`config.mk`:
```
export PLATFORM = sky130hd
export DESIGN_NAME = lab2_proc_mem_port_arbiter
export DESIGN_NICKNAME = d
export VERILOG_FILES = /design/src/rtl/lab2_proc_mem_port_arbiter_pkg.sv /design/src/rtl/lab2_proc_rr_arbiter.sv /design/src/rtl/lab2_proc_mem_port_arbiter.sv
export SDC_FILE = /design/constraint.sdc
export NUM_CORES = 1
export LEC_CHECK = 0
export ABC_CLOCK_PERIOD_IN_PS = 10200
export CORE_AREA = 2 2 150 152
export CTS_CLUSTER_DIAMETER = 120
export DETAILED_ROUTE_END_ITERATION = 6
export DIE_AREA = 0 0 152 154
export HOLD_SLACK_MARGIN = 0.05
export REMOVE_ABC_BUFFERS = 1
export SLEW_MARGIN = 10
export SYNTH_ARGS = -nofsm -noshare
export SYNTH_HDL_FRONTEND = slang
export SYNTH_HIERARCHICAL = 1
export SYNTH_SLANG_ARGS = --single-unit
```
`constraint.sdc`:
```
create_clock -name clk -period 10.2 [get_ports clk]
set_input_delay 3.06 -clock clk [delete_from_list [all_inputs] [get_ports clk]]
set_output_delay 3.06 -clock clk [all_outputs]
set_load 0.01 [all_outputs]
```
`src/rtl/lab2_proc_mem_port_arbiter_pkg.sv`:
```
// lab2_proc_mem_arb_pkg: shared types, limits and tag helper for the memory port arbiter
package lab2_proc_mem_arb_pkg;
  localparam int ARB_MAX_REQS = 8;
  typedef logic [2:0] arb_id_t;
  typedef struct packed {
    logic [2:0]  type_;
    logic [7:0]  opaque;
    logic [31:0] addr;
    logic [1:0]  len;
    logic [31:0] data;
  } mem_req_4B_t;
  typedef struct packed {
    logic [2:0]  type_;
    logic [7:0]  opaque;
    logic [1:0]  test;
    logic [1:0]  len;
    logic [31:0] data;
  } mem_resp_4B_t;
  function automatic logic [7:0] arb_id_to_opaque(arb_id_t id);
    return {5'b0, id};
  endfunction
endpackage

```
`src/rtl/lab2_proc_rr_arbiter.sv`:
```
// lab2_proc_rr_arbiter: round-robin grant with hold while the granted request is stalled
module lab2_proc_rr_arbiter
  import lab2_proc_mem_arb_pkg::*;
#(
  parameter int p_num_reqs = 2
) (
  input  logic                  clk,
  input  logic                  reset,
  input  logic [p_num_reqs-1:0] req_val,
  input  logic                  fire,
  input  logic                  hold,
  output logic [p_num_reqs-1:0] grant,
  output arb_id_t               grant_idx
);
  localparam int W = $clog2(p_num_reqs);
  logic [W-1:0] ptr, lock_id, idx, j;
  logic locked, found;
  // first valid requester at or after ptr, unless a stalled grant is being held
  always_comb begin
    idx = ptr;
    j = '0;
    found = 1'b0;
    for (int k = 0; k < p_num_reqs; k++) begin
      j = W'((int'(ptr) + k) % p_num_reqs);
      if (!found && req_val[j]) begin
        found = 1'b1;
        idx = j;
      end
    end
    if (locked) begin
      idx = lock_id;
      found = 1'b1;
    end
    for (int i = 0; i < p_num_reqs; i++) grant[i] = found && (idx == W'(i));
    grant_idx = arb_id_t'(idx);
  end
  // rotate priority past the winner on fire; latch the grant while the port stalls
  always_ff @(posedge clk) begin
    if (!reset) begin
      ptr <= '0;
      locked <= 1'b0;
      lock_id <= '0;
    end else if (fire) begin
      ptr <= (idx == W'(p_num_reqs - 1)) ? '0 : idx + 1'b1;
      locked <= 1'b0;
    end else if (hold) begin
      locked <= 1'b1;
      lock_id <= idx;
    end
  end
endmodule

```
`src/rtl/lab2_proc_mem_port_arbiter.sv`:
```
// lab2_proc_mem_port_arbiter: shares one memory port among requesters; LAB2_PROC_MEM_ARB_RESP_PIPE_EN adds a 2-entry response queue
module lab2_proc_mem_port_arbiter
  import lab2_proc_mem_arb_pkg::*;
#(
  parameter int p_num_reqs        = 2,
  parameter int p_max_outstanding = 4
) (
  input  logic                  clk,
  input  logic                  reset,
  input  mem_req_4B_t           req_msg [p_num_reqs],
  input  logic [p_num_reqs-1:0] req_val,
  output logic [p_num_reqs-1:0] req_rdy,
  output mem_resp_4B_t          resp_msg [p_num_reqs],
  output logic [p_num_reqs-1:0] resp_val,
  input  logic [p_num_reqs-1:0] resp_rdy,
  output mem_req_4B_t           mem_reqstream_msg,
  output logic                  mem_reqstream_val,
  input  logic                  mem_reqstream_rdy,
  input  mem_resp_4B_t          mem_respstream_msg,
  input  logic                  mem_respstream_val,
  output logic                  mem_respstream_rdy,
  output logic                  err
);
  localparam int CW = $clog2(p_max_outstanding + 1);
  logic [CW-1:0] count;
  logic [p_num_reqs-1:0] grant;
  arb_id_t gidx;
  logic room, req_fire, resp_fire, bad, sel_rdy, rs_val, rs_rdy;
  mem_resp_4B_t rs_msg;
  assign room = count < CW'(p_max_outstanding);
  assign mem_reqstream_val = |req_val & room;
  assign req_rdy = grant & {p_num_reqs{mem_reqstream_rdy & room}};
  assign req_fire = mem_reqstream_val & mem_reqstream_rdy;
  lab2_proc_rr_arbiter #(.p_num_reqs(p_num_reqs)) u_arb (
    .clk(clk),
    .reset(reset),
    .req_val(req_val),
    .fire(req_fire),
    .hold(mem_reqstream_val & ~mem_reqstream_rdy),
    .grant(grant),
    .grant_idx(gidx)
  );
  // forward the granted message, retagged with its requester index
  always_comb begin
    mem_reqstream_msg = req_msg[0];
    for (int i = 0; i < p_num_reqs; i++) if (grant[i]) mem_reqstream_msg = req_msg[i];
    mem_reqstream_msg.opaque = arb_id_to_opaque(gidx);
  end
`ifdef LAB2_PROC_MEM_ARB_RESP_PIPE_EN
  mem_resp_4B_t q [2];
  logic [1:0] q_n;
  logic q_h, q_t, enq, deq;
  assign enq = mem_respstream_val & mem_respstream_rdy;
  assign deq = rs_val & rs_rdy;
  assign mem_respstream_rdy = q_n != 2'd2;
  assign rs_val = q_n != 2'd0;
  assign rs_msg = q[q_h];
  // two-entry circular buffer registering the shared response before steering
  always_ff @(posedge clk) begin
    if (!reset) begin
      q_n <= 2'd0;
      q_h <= 1'b0;
      q_t <= 1'b0;
    end else begin
      if (enq) q[q_t] <= mem_respstream_msg;
      q_t <= q_t ^ enq;
      q_h <= q_h ^ deq;
      q_n <= q_n + {1'b0, enq} - {1'b0, deq};
    end
  end
`else
  assign rs_msg = mem_respstream_msg;
  assign rs_val = mem_respstream_val;
  assign mem_respstream_rdy = rs_rdy;
`endif
  assign bad = rs_msg.opaque >= 8'(p_num_reqs);
  assign rs_rdy = bad | sel_rdy;
  assign resp_fire = rs_val & rs_rdy;
  // steer the response by tag; unknown tags are swallowed
  always_comb begin
    sel_rdy = 1'b0;
    for (int i = 0; i < p_num_reqs; i++) begin
      resp_val[i] = rs_val && (rs_msg.opaque == 8'(i));
      sel_rdy = sel_rdy | (resp_rdy[i] && (rs_msg.opaque == 8'(i)));
      resp_msg[i] = rs_msg;
      resp_msg[i].opaque = 8'h00;
    end
  end
  // outstanding count saturating at zero, and sticky bad-tag flag
  always_ff @(posedge clk) begin
    if (!reset) begin
      count <= '0;
      err <= 1'b0;
    end else begin
      count <= (req_fire && !resp_fire) ? count + 1'b1 :
               (!req_fire && resp_fire && count != '0) ? count - 1'b1 : count;
      err <= err | (rs_val & bad);
    end
  end
endmodule

```
==> metrics list, run 1 <==
* Crit Path Category: in -> out
* Worst relative slew slack: 0.6274
* Worst Setup Start Kind: primary input
- TritonCTS built the clock tree.
- Diode count: 0
- Average instance area after synthesis: 8.649 um2
- Post-synthesis cell count: 240
- Max capacitance violation total: 0
* Largest net degree at the start of global routing: 44
- H-tree level count: 1
- Clock root cell: clkbuf_16
- After detailed routing, the average wire length per cell comes to 18.37 um.
- Initial antenna violation count: 0
* Largest cells by area after synthesis: mux2_2, buf_4, dfxtp_1, nand2b_1, mux2i_1
* DRC violation count after routing: 0
* Peak clock frequency supported by timing: 0.1115 GHz
- Dividing the final minimum period by the clock period gives 0.8796.
* Total negative slack for setup checks: 0 ps
- STA puts the critical path data required time at 7140 ps.
- Clock sink count: 7
- Yosys printed 6 warnings.
* CP most frequent cell: clkdlybuf4s50_1
- Counting distinct cell types in the post-synthesis netlist gives 34.
* Leakage power: 1.477 nW
* Clk buf depth: 2
- Counting flops with a built-in enable in the synthesized netlist gives 0.
- After clock tree synthesis, the clock-pin slew on the worst setup and hold paths is 40 ps.
- Traced cell by cell, the critical path runs through clkdlybuf4s50_1 -> inv_2 -> maj3_2 -> o21ai_4 -> o31a_2 -> buf_12 -> mux2_2 -> clkdlybuf4s50_1.
- Run status: completed
* Resize count post-CTS: 0
* Proportion of register bits with asynchronous set or reset after synthesis: 0
- The detailed router finished its first iteration with 45 violations.
* Overall via count from detail_route: 2195
- The final layout contains routed wiring with a total length of 12250 um.
* Slew at the pin with the worst max-slew slack: 558.8 ps
- Highest ir drop seen on vdd: 0.04516 mV
- From bottom edge to top edge, the die measures 154 um.
- Path category of the worst min-delay check: reg -> reg
* Post-cts hold buffer count: 0
- In this run the count of I/O pins placed on the die edge is 387.
- Latest clock arrival within the worst-skew pair: 230 ps
- Cell area after synthesis: 2076 um2
* Layout Area Growth over Synthesis: 98.43%
* Starting density of the core: 0.09571
- Of all cell types, the one taking the most synthesized area is mux2_2.
- Overall die width: 152 um
- Global routing usage summed across all routing layers: 0.09661
- Per-cell via count in the routed design: 3.291
* Number of rows in the core area: 54
- Setup repair after global routing left no endpoint under its margin.
* Post-Route Skew: 0.7466 ps
* Nature of the critical path endpoint: output port
* Synth Flop Type: dfxtp_1
- In this run, synthesis produced a sequential element count of 7.
- The design draws 0.3671 mW.
* Number of buffer and inverter instances along the worst setup path: 4
- Pins Over Slew Limit: 0
* Port Buf Inserts: 230
* Total CTS buffers: 3
* Max FO, Critical Path: 43
- The first global-routing pass estimated 16500 um of wire.
* Crit path max-delay cell type: clkdlybuf4s50_1
- After global routing the overflow that remains totals 0.
* Final GP Congestion: 0.7218
* Setup Buffers After CTS: 0
- Detailed placement ended at an HPWL of 10780 um.
* Detailed-router iteration count before antenna repair: 4
- Core Region: 21690 um2
* Count of final setup violators: 0
- At the end of the flow, the number of nets in the layout was 598.
- In this run the power density over the cells is 89.14 nW/um2.
- Data arrives at the worst endpoint at 5910 ps.
- Final-report hold violation count: 0
* Highest cell delay on the worst timing path: 560 ps
- In this run the remaining antenna-violating nets after routing total 0.
- Utilization after layout: 0.1899
* Top-area cell type share of the netlist area: 0.3797
* Die Footprint: 23410 um2
* Via count of the first global-routing pass: 2410
* Layout cells sized above 1: 0.2145
- Grouping stages by cell kind, the critical path spends the most delay in buffers and inverters.
- Of the synthesized area, sequential elements account for 0.06751.
* Clock period minus worst slack: 8972 ps
metrics by stage:
stage,setup slack (ps),cell area [um2],cells,hold slack [ps]
floorplan,1309,1359,151,448.4
global placement,1104,4040,663,461.7
detailed placement,1153,4040,663,456.1
CTS,1142,4119,667,465.8
global route,1004,4119,667,479.7
finish,1228,4119,667,462.6
cell usage in the layout (no fill, tap or decap), types with 2 or more instances in the layout:
cell type          n
nor3_1             2
and2_1             2
nor2_1             6
nand2_1            6
nand2b_1           5
dfxtp_1            7
inv_1              4
o21ai_0            3
conb_1            23
clkdlybuf4s50_1  230
mux2i_1            3
clkbuf_16          3
mux2_2            70
cells in the mapped netlist, types with 2 or more instances:
cell type  instances
inv_1              4
conb_1             2
mux2i_1            3
nand2_1            6
dfxtp_1            7
buf_4            102
mux2_2            70
and2_1             2
buf_1              3
nor3_1             2
clkbuf_1           5
nor2_1             6
o21ai_0            3
nand2b_1           5
metal layers:
layer | share of wire | global-route usage
met4 | 0.0044 | 0.01024
met5 | 0.014 | 0.07246
met3 | 0.22 | 0.1057
met2 | 0.38 | 0.1246
met1 | 0.37 | 0.1039
final timing paths:
path / slack (ps) / start / cells after the start / endpoint
min reg2reg: 460 / u_arb/ptr / 2 / u_arb/ptr
max reg2reg: 7960 / count[2] / 7 / count[2]
min: 460 / u_arb/ptr / 2 / u_arb/ptr
max: 1230 / req_val[1] / 8 / mem_reqstream_msg[12]
logic make-up (layout without fill, tap and decap cells):
group                    after synthesis  count (layout)  share of synthesized area
other                                  2              23                   0.003618
buffers and inverters                115             241                     0.3924
adder cells (fa/ha/maj)                2               2                    0.01507
multiplexers                          73              73                     0.3942
flip-flops                             7               7                    0.06751
AO/OA/AOI/OAI                         12              12                    0.05124
AND/OR/NAND/NOR                       29              29                    0.07595
area by class of cell:
cell class              instances  area (um2)
inverters                       5       18.77
repair buffers                232        2330
multi-input cells             139        1201
flip-flops and latches          7       140.1
well taps                     280       350.3
clock buffers                   4       78.83
fillers                      2401       17570
flip-flops by register name, indices dropped and copies added (netlist names):
register / count
count: 3
u_arb/ptr: 1
u_arb/lock_id: 1
err: 1
u_arb/locked: 1
worst register-to-register path: stages (launching register included):
cell and delay [ps]:
dfxtp_1 350, nor2b_1 170, o21ai_0 150, inv_1 170, nand2_1 90, fa_1 400
or4_2 660, a31oi_1 180
report_power, final:
group / total [mW] / internal (mW) / switching, mW / leakage, nW
sequential: 0.0417 / 0.0343 / 0.00742 / 0.0578
clock: 0.0678 / 0.0521 / 0.0157 / 0.0382
combinational: 0.258 / 0.167 / 0.0903 / 1.38
total: 0.367 / 0.254 / 0.113 / 1.48
(Power assumes the default switching activity.)
==> run 2: changes to the inputs <==
--- a/config.mk
+++ b/config.mk
@@ -5,6 +5,7 @@
 export SDC_FILE = /design/constraint.sdc
 export NUM_CORES = 1
 export LEC_CHECK = 0
+export ABC_AREA = 1
 export ABC_CLOCK_PERIOD_IN_PS = 10200
 export CORE_AREA = 2 2 150 152
 export CTS_CLUSTER_DIAMETER = 120
==> run 2 against run 1 <==
Against the previous run: design area increased by 1.7%; routed wire length grew 2.5%; combinational power rose by 3%; clock power fell by 3.1%; global-route usage increased by 0.32 points; synthesized cell count rose by 73%; maximum frequency increased by 4.5%; die area unchanged.
==> metrics list, run 2 <==
* Run status: completed
* Worst Hold Launch: err
- The synthesized netlist occupies a cell area of 2167 um2.
- Port Buf Inserts: 230
- Worst-case hold path end point: err
- Compared with the post-synthesis result, the final layout area differs by 93.36%.
- The share of total power dissipated in sequential elements is 0.100.
- Dividing the detail-routed via count by the number of cells gives 3.375.
- Via count of the first global-routing pass: 2743
- At the pin with the least slew margin, the transition time is 758.6 ps.
- During synthesis, Yosys emitted a total of 6 warnings.
- Switching component of the power: 0.1346 mW
- In the final routed layout, each cell accounts on average for 15.06 um.
* Global routing usage summed across all routing layers: 0.09981
- Worst reg2reg path depth: 9
- Count of unique library cells instantiated by Yosys: 24
- Post-DP HPWL: 10510 um
- Clock transition at path regs: 40 ps
- During I/O placement, the number of pins put on the boundary was 387.
- Max FO, Critical Path: 39
- Overall via count from detail_route: 2815
- Die Footprint: 23410 um2
* Starting density of the core: 0.09992
- Unrepaired setup endpoints after global routing: false
- The slowest stage of the critical path belongs to the cell clkdlybuf4s50_1.
* Layout cells sized above 1: 0.04874
- Number of flip-flops and latches in the synthesized netlist: 7
* Internal power of the cells: 0.2332 mW
- Setup Buffers After CTS: 0
- The worst register-to-register path ends at count[2].
- Overall die width: 152 um
- The detailed router finished its first iteration with 206 violations.
* Count of final setup violators: 0
- For flop-to-flop paths, the worst setup slack is 8680 ps.
- PwrDens: 87.77 nW/um2
- Number of enable-type register cells in the synthesized netlist: 0
- The most common cell in the synthesized netlist is nand2_1.
* Cell breakdown of the critical path: clkdlybuf4s50_1 -> nor3_1 -> a21oi_4 -> inv_2 -> buf_12 -> nand2_1 -> nand2_1 -> clkdlybuf4s50_1
- Final GP Congestion: 0.7190
- The completed layout was analyzed and its total power is 0.3678 mW.
- TritonCTS built the clock tree.
* Floorplan die height: 154 um
- The repair_antennas step left the layout with diodes totalling 0.
* Cell count of the worst hold path: 1
- Nature of the critical path endpoint: output port
- Dpl cells: 830
* Clk buf depth: 2
- Subtracting the final worst setup slack from the clock period gives 8589 ps.
* Proportion of register bits with asynchronous set or reset after synthesis: 0
* Arrival time worst endpoint: 5530 ps
- Once the clock tree was built, the resizer swapped 0 gates to a different size.
- IR analysis of the VDD net gives a maximum drop of 0.03510 mV.
* Top cell type by total area after synthesis: nand2_1
- # nets final: 765
- Max-cap violations in this run came to 0.
- Before antenna repair, the detailed router went through 4 iterations.
- For this run, the register share of the synthesized area comes to 0.06467.
- For this design the static power due to leakage is 1.905 nW.
- Remaining global-route overflow: 0
* Utilization after layout: 0.1932
- After layout, the worst setup slack is 1611 ps.
- In this design, the largest share of critical-path delay is due to buffers and inverters.
- Of the total power, combinational logic draws 0.722.
- Row generation in the floorplan step produced 54 rows.
- Clock root cell: clkbuf_16
- Synth Flop Type: dfxtp_1
- Entering global routing, the biggest net connects 70 pins.
- Post-cts hold buffer count: 0
- Sw Share: 0.3659
- In this run the tightest slew margin relative to its limit is 0.4943.
* Number of flip-flops under the largest register name: 3
- The clock arrives with 1.299 ps of skew.
* Core Region: 21690 um2
- The first global-routing pass estimated 17730 um of wire.
- The count of nets left with antenna violations once routing finished came out at 0.
- The final hold violation count came to 0.
- Before CTS, the worst setup slack after placement is 1564 ps.
- Counting the buffers created by CTS gives 3.
- STA classifies the critical path startpoint as a primary input.
* Average instance area after synthesis: 5.234 um2
- Counting instances in the post-synthesis netlist gives the leading cell types as nand2_1, buf_4, inv_1.
- Latest clock arrival within the worst-skew pair: 230 ps
* Number of buffer and inverter instances along the worst setup path: 4
- Crit Path Category: in -> out
- Pins Over Slew Limit: 0
* Power share of the clock group: 0.179
- Crit share post-route: 0.8421
* Hold slack final: 459.1 ps
- FF-to-FF Start: count[2]
- Top-area cell type share of the netlist area: 0.3759
* Detailed-route wire length: 12560 um
- Largest cells by area after synthesis: nand2_1, buf_4, dfxtp_1, inv_1, nor2_1
- The library cell used most frequently in the layout, excluding fill and tap cells, is clkdlybuf4s50_1.
- At the worst endpoint, the required time is 7140 ps.
* Highest cell delay on the worst timing path: 540 ps
* Count of non-filler cells in the finished layout: 834
- Peak clock frequency supported by timing: 0.1164 GHz
- Most flops, register: count
- After technology mapping, the gate count stands at 414.
- Path category of the worst min-delay check: reg -> reg
* H-tree level count: 1
* DRC violation count after routing: 0
* Initial antenna violation count: 0
- For this design, the sink count on the clock tree is 7.
* Most frequent cells in the layout: clkdlybuf4s50_1, nand2_1, conb_1
## run 2: changes by cell type after synthesis, sizes merged, moves of 2 or more
cell / before / now
a21oi: 1 / 4
nor3: 2 / 5
mux2: 70 / 0
nand3: 1 / 3
nor2: 6 / 23
clkbuf: 5 / 12
or3: 2 / 0
mux2i: 3 / 0
and2: 2 / 0
nand2b: 5 / 0
nand2: 6 / 225
inv: 5 / 20
or4: 2 / 0
## run 2: layer usage
metal | GRT usage | vias to the layer above | routed length [um]
li1 | - | 1381 | -
met1 | 0.1073 | 1147 | 4698
met2 | 0.1315 | 271 | 4772
met3 | 0.1068 | 12 | 2835
met4 | 0.01380 | 4 | 81
met5 | 0.05176 | - | 172
## run 2: layout make-up
cell class / count / area, um2
fill: 2471 / 17500
timing repair buffer: 232 / 2330
multi-input combinational: 291 / 1216
tap: 280 / 350.3
sequential: 7 / 140.1
clock buffer: 4 / 78.83
inverter: 20 / 75.07
## run 2: power by group through the flow
stage	clock, mW	sequential, mW	combinational (mW)
2_1_floorplan	0	0.0362	0.105
3_3_place_gp	0	0.0369	0.269
3_5_place_dp	0	0.0370	0.270
4_1_cts	0.0671	0.0366	0.271
5_1_grt	0.0684	0.0374	0.292
6_report	0.0657	0.0367	0.265
## run 2: worst max-delay path by stage
stage	from	to	slack, ps	cells after the start
2_1_floorplan	req_val[0]	req_rdy[1]	-210	5
3_3_place_gp	req_val[0]	mem_reqstream_msg[55]	1560	8
3_5_place_dp	req_val[0]	mem_reqstream_msg[55]	1560	8
4_1_cts	req_val[0]	mem_reqstream_msg[55]	1550	8
5_1_grt	req_val[0]	mem_reqstream_msg[55]	1340	8
6_report	req_val[0]	mem_reqstream_msg[55]	1610	8
## run 2: logic make-up after synthesis
group,Yosys count,share of synthesized area
compound gates,9,0.02425
other cells,2,0.003465
flops,7,0.06466
buf+inv,137,0.4157
simple gates,258,0.4827
fa+ha+maj,1,0.009238
## run 2: through the flow
step / setup TNS [ps] / instance area [um2]
floorplan: -7732 / 1420
global placement: 0 / 4111
detailed placement: 0 / 4111
CTS: 0 / 4190
global route: 0 / 4190
finish: 0 / 4190
